## src/rtl/proc_ctrl.sv

```systemverilog
// proc_ctrl: step-sequenced control unit for a small register-transfer
// processor. Decodes mv, mvi, add and sub into bus-source selects and load
// enables over the T0..T3 step states.
// Optional feature: define PROC_CTRL_MVNZ_EN to enable mvnz (opcode 100),
// a conditional move gated by the Gnz flag.
// Widths come from REG_NUM / CMD_LENGTH (defaults 4 and 9).

`ifndef REG_NUM
`define REG_NUM 4
`endif
`ifndef CMD_LENGTH
`define CMD_LENGTH 9
`endif

module proc_ctrl (
  input  logic                   Clock,
  input  logic                   Reset,
  input  logic                   Run,
  input  logic [`CMD_LENGTH-1:0] DIN,
  input  logic                   Gnz,
  output logic [`REG_NUM-1:0]    Rout,
  output logic                   Gout,
  output logic                   DINout,
  output logic [`REG_NUM-1:0]    Rin,
  output logic                   Ain,
  output logic                   Gin,
  output logic                   AddSub,
  output logic                   Done
);

  typedef enum logic [1:0] {
    S_T0 = 2'd0,
    S_T1 = 2'd1,
    S_T2 = 2'd2,
    S_T3 = 2'd3
  } state_t;

  localparam logic [2:0] OP_MV   = 3'b000;
  localparam logic [2:0] OP_MVI  = 3'b001;
  localparam logic [2:0] OP_ADD  = 3'b010;
  localparam logic [2:0] OP_SUB  = 3'b011;
`ifdef PROC_CTRL_MVNZ_EN
  localparam logic [2:0] OP_MVNZ = 3'b100;
`endif

  state_t                   state_reg, state_next;
  logic [`CMD_LENGTH-1:0]   ir_reg, ir_next;

  logic [2:0]               ir_op, ir_x, ir_y;
  logic [`REG_NUM-1:0]      x_sel, y_sel;
  logic                     regs_ok;

  assign ir_op = ir_reg[8:6];
  assign ir_x  = ir_reg[5:3];
  assign ir_y  = ir_reg[2:0];

  // Register fields beyond the register file make the instruction a no-op.
  assign regs_ok = (int'(ir_x) < `REG_NUM) && (int'(ir_y) < `REG_NUM);

  // One-hot register selects; R0 sits in the most significant bit.
  genvar gi;
  generate
    for (gi = 0; gi < `REG_NUM; gi++) begin : g_sel
      assign x_sel[`REG_NUM-1-gi] = (ir_x == 3'(gi));
      assign y_sel[`REG_NUM-1-gi] = (ir_y == 3'(gi));
    end
  endgenerate

`ifndef PROC_CTRL_MVNZ_EN
  // Gnz only matters for mvnz; keep the port without a dangling input.
  logic unused_gnz;
  assign unused_gnz = Gnz;
`endif

  // State and instruction register; reset aborts any instruction in flight.
  always_ff @(posedge Clock) begin
    if (Reset) begin
      state_reg <= S_T0;
      ir_reg    <= '0;
    end else begin
      state_reg <= state_next;
      ir_reg    <= ir_next;
    end
  end

  // Next-step sequencing and output decode; outputs held low while in reset.
  always_comb begin
    state_next = state_reg;
    ir_next    = ir_reg;
    Rout       = '0;
    Gout       = 1'b0;
    DINout     = 1'b0;
    Rin        = '0;
    Ain        = 1'b0;
    Gin        = 1'b0;
    AddSub     = 1'b0;
    Done       = 1'b0;

    if (!Reset) begin
      case (state_reg)
        S_T0: begin
          if (Run) begin
            ir_next    = DIN;
            state_next = S_T1;
          end
        end

        S_T1: begin
          // Single-step instructions and illegal words finish here.
          state_next = S_T0;
          Done       = 1'b1;
          if (regs_ok) begin
            case (ir_op)
              OP_MV: begin
                Rout = y_sel;
                Rin  = x_sel;
              end
              OP_MVI: begin
                DINout = 1'b1;
                Rin    = x_sel;
              end
              OP_ADD, OP_SUB: begin
                Rout       = x_sel;
                Ain        = 1'b1;
                Done       = 1'b0;
                state_next = S_T2;
              end
`ifdef PROC_CTRL_MVNZ_EN
              OP_MVNZ: begin
                if (Gnz) begin
                  Rout = y_sel;
                  Rin  = x_sel;
                end
              end
`endif
              default: ;
            endcase
          end
        end

        S_T2: begin
          Rout       = y_sel;
          Gin        = 1'b1;
          AddSub     = (ir_op == OP_SUB);
          state_next = S_T3;
        end

        S_T3: begin
          Gout       = 1'b1;
          Rin        = x_sel;
          Done       = 1'b1;
          state_next = S_T0;
        end

        default: state_next = S_T0;
      endcase
    end
  end

endmodule

```

## config.mk

```make
export PLATFORM = sky130hd
export DESIGN_NAME = proc_ctrl
export DESIGN_NICKNAME = d
export VERILOG_FILES = /design/src/rtl/proc_ctrl.sv
export SDC_FILE = /design/constraint.sdc
export NUM_CORES = 1
export LEC_CHECK = 0
export ABC_AREA = 1
export BUFFER_PORTS_ARGS = -buffer_cell sky130_fd_sc_hd__buf_4
export CAP_MARGIN = 20
export CORE_ASPECT_RATIO = 0.5
export CORE_UTILIZATION = 25
export DETAILED_ROUTE_END_ITERATION = 10
export GPL_TIMING_DRIVEN = 0
export PLACE_DENSITY_LB_ADDON = 0.3
export REMOVE_ABC_BUFFERS = 1
export SYNTH_ARGS = -nofsm -noshare
export SYNTH_HDL_FRONTEND = slang
export SYNTH_SLANG_ARGS = --single-unit
```

## constraint.sdc

```tcl
create_clock -name Clock -period 2.79 [get_ports Clock]
set_input_delay 0.279 -clock Clock [delete_from_list [all_inputs] [get_ports Clock]]
set_output_delay 0.279 -clock Clock [all_outputs]
set_load 0.01 [all_outputs]
```

### Word-level counts from Yosys, hierarchy flattened

Index checks and enable logic that the tools add are counted.
W data, S select, Z words.

| word-level totals | value |
|---|---|
| bits in registers | 11 |
| input bits | 13 |
| output and inout port bits | 14 |
| logic and storage cells | 55 |

| cells by class | value |
|---|---|
| $lt $le $gt $ge | 2 |
| eq/ne operators | 13 |
| mux-type cells | 30 |
| reductions and logical operators | 8 |

Operators by type and width:

| operator | number |
|---|---|
| $pmux W4 S2 | 3 |
| $mux W4 | 5 |
| $eq A3 B2 Y1 const B | 6 |
| $mux W1 | 17 |
| $eq A3 B1 Y1 const B | 3 |
| $logic_not A3 Y1 | 3 |
| $pmux W2 S4 | 1 |
| $lt A3 B3 Y1 const B | 2 |
| $mux W2 | 3 |
| $eq A2 B2 Y1 const B | 2 |
| $reduce_or A2 Y1 | 2 |
| $eq A2 B1 Y1 const B | 1 |
| $logic_not A2 Y1 | 1 |
| $ne A2 B2 Y1 const B | 1 |
| $pmux W1 S2 | 1 |
| $reduce_and A2 Y1 | 1 |
| $logic_and A1 B1 Y1 | 1 |

### Depth between registers and ports, before layout

| logic depth | value |
|---|---|
| depth after elaboration | 6 |
| gate-level depth with buffers | 8 |
| gate-level depth less buffers | 8 |

### Least setup slack after synthesis

Ideal clock, no wire load.

| timing | value |
|---|---|
| path type | reg2out |
| from | reg with a tool-made name |
| to | out Rin[0] |
| arrival time | 1119 ps |
| data required time | 2511 ps |
| setup slack | 1392 ps |
| stages on the path, launching flop included | 7 |
| path buffers | 0 |
| cell sequence | dfxtp_1 > inv_1 > ha_1 > nand3_4 > inv_4 > a21oi_2 > nor3_1 |

RTL lines:

| element | RTL line | source |
|---|---|---|
| end: declaration | 24 | `` output logic [`REG_NUM-1:0] Rin, `` |

==> out/qor.txt <==
clk_skew -> 0.001745 ns
fin crit share -> 0.6631
RSZ-0062 raised after global routing -> false
fin crit period -> 1.850 ns
1st-pass router iterations -> 4
worst setup path category -> flop to output port
Cell Area, Synth -> 795.8 sq um
Remaining Overflow, GRT -> 0
Post-Syn Instances -> 122
GR peak layer -> met1
post-cts resize count -> 0
total CTS buffers -> 3
CTS clk-pin slew, worst paths -> 0.06 ns
Comb power frac -> 0.376
Distinct cells, synth -> 21
# fillers -> 346
multi-input combinational cell area -> 480.5 sq um
Pleak -> 0.5003 nW
Setup crit start kind -> flop
post-route ant nets -> 0
Crit Path Max Fanout -> 5
vias per inst -> 4.271
max-cap violation count -> 0
met2 usage -> 0.1669
H-tree depth -> 1
core area -> 0.003013 sq mm
input/output buffers -> 25
met1 Use GR -> 0.1676
die extent in x -> 81.79 um
status -> complete, no violations
commonest non-fill, non-tap cell in the layout -> buf_4
row count -> 14
Yosys reg bits -> 11
Max clock buf depth -> 2
YS warnings -> 0
Worst-Skew Late Latency -> 0.24 ns
Setup-failing EPs final -> 0
Initial Utilization -> 0.2641
Area Growth Syn to Fin -> 33.49%
final hold viol count -> 0
Tightest Hold Check Type -> input pin to flop
Arrival @ worst endpoint -> 1.57 ns
Largest register FFs -> 9
drt wl/cell -> 9.750 um
diode count -> 0
# Post-CTS Setup Buffers -> 0
worst setup margin -> 0.9398 ns
drt drc -> 0
largest net degree at the start of global routing -> 18
Clock Power Share -> 0.276
share of layout cells above drive strength 1 -> 0.3311
setup tns final -> 0 ns
PD cells -> 573.5 mW/mm^2
most frequent cells in the layout -> buf_4 (25), nand2_1 (19), nor2_1 (16)
Iter 0 DRT Violations -> 63
Sink Count -> 11
CTS tree -> done
sequential share of power -> 0.347
maximum VDD drop -> 0.1884 mV
sequential share of the synthesized area -> 0.2767
gp weighted congestion -> 0.7922
Hold Slack -> 0.2845 ns
grt met3 use -> 0.04835
Place WS -> 1.215 ns
Tightest Pin Transition -> 0.3194 ns
Post-DP HPWL -> 1.455 mm
Tot Pwr -> 0.0006092 W
cell-internal power -> 0.0003682 W
Ports -> 27
FMAX -> 540.5 MHz
CP Capture Type -> output port
die height -> 41.90 um
vias in the first global route -> 684
final WL -> 1.833 mm
CTS Root Cell -> clkbuf_8
initial antenna violation count -> 0
via count -> 803
Slew Limit Headroom -> 0.7854
Net Sw Power -> 0.0002410 W
Switching Fraction -> 0.3956
first-pass GRT wire length -> 3.015 mm
hold-fix buffers at CTS -> 0
DIE AREA -> 0.003426 sq mm
layout net count -> 167
critical path required time -> 2.51 ns
Slew Limit Fails -> 0
FF/Latch Area -> 220.2 sq um
Mean Syn Cell Area -> 6.523 sq um
All-Layer GR Usage -> 0.1210
==> final timing paths <==
check                    start  slack [ns]  cells past startpoint         to
hold reg to reg      ir_reg[8]        0.49                      2  ir_reg[8]
setup / recovery          flop        0.94                      7     Rin[2]
hold / removal          DIN[3]        0.28                      3  ir_reg[3]
setup reg to reg  state_reg[0]        1.48                      6  ir_reg[3]
==> cells in the mapped netlist <==
master | n | area share
a211oi_1 | 1 | 0.0094
a21oi_1 | 10 | 0.063
a21oi_2 | 2 | 0.022
buf_2 | 2 | 0.013
buf_4 | 1 | 0.0094
dfxtp_1 | 11 | 0.28
ha_1 | 5 | 0.079
inv_1 | 13 | 0.061
inv_2 | 6 | 0.028
inv_4 | 1 | 0.0079
nand2_1 | 19 | 0.090
nand2_2 | 5 | 0.039
nand3_1 | 6 | 0.038
nand3_4 | 1 | 0.022
nor2_1 | 16 | 0.075
nor2_2 | 3 | 0.024
nor2_4 | 2 | 0.028
nor3_1 | 6 | 0.038
nor4_1 | 1 | 0.0079
o21ai_0 | 6 | 0.038
o21ai_1 | 5 | 0.031
==> through the flow <==
step / cell area, sq um / util / cells
final: 1062 / 0.3526 / 188
after global placement: 1016 / 0.3372 / 184
after global routing: 1062 / 0.3526 / 188
after floorplan: 778.2 / - / 119
after detailed placement: 1016 / 0.3372 / 184
after CTS: 1062 / 0.3526 / 188
==> cells by family (layout without fill, tap and decap cells) <==
logic type | count (synthesis) | in the layout | synth area share
compound gates | 24 | 24 | 0.1635
fa+ha+maj | 5 | 5 | 0.07862
buf+inv | 23 | 49 | 0.1195
flops | 11 | 11 | 0.2767
simple gates | 59 | 59 | 0.3617
==> cell type report <==
cell class,count,share of cell area
multi-input cells,88,0.4523
flip-flops and latches,11,0.2073
repair buffers,25,0.1767
inverters,20,0.07303
well taps,40,0.04711
clock buffers,3,0.03887
clock inverters,1,0.004711
==> worst max-delay path, stage by stage, from the launching register on <==
cell     delay, ns
dfxtp_1       0.38
inv_1         0.10
ha_1          0.24
nand3_4       0.13
inv_4         0.06
a21oi_2       0.20
nor3_1        0.07
buf_4         0.15
==> layer usage <==
layer	vias to the layer above	routed length, um
met4	0	22
met5	-	0
met3	2	57
met1	351	956
li1	441	-
met2	9	797
==> power groups by stage <==
stage	Combinational (W)	Clock (W)	Sequential, W
CTS	0.000232	0.000174	0.000212
detailed placement	0.000231	0	0.000215
global route	0.000260	0.000184	0.000216
floorplan	0.000170	0	0.000210
global placement	0.000229	0	0.000214
finish	0.000229	0.000168	0.000212
(Power assumes the default switching activity.)
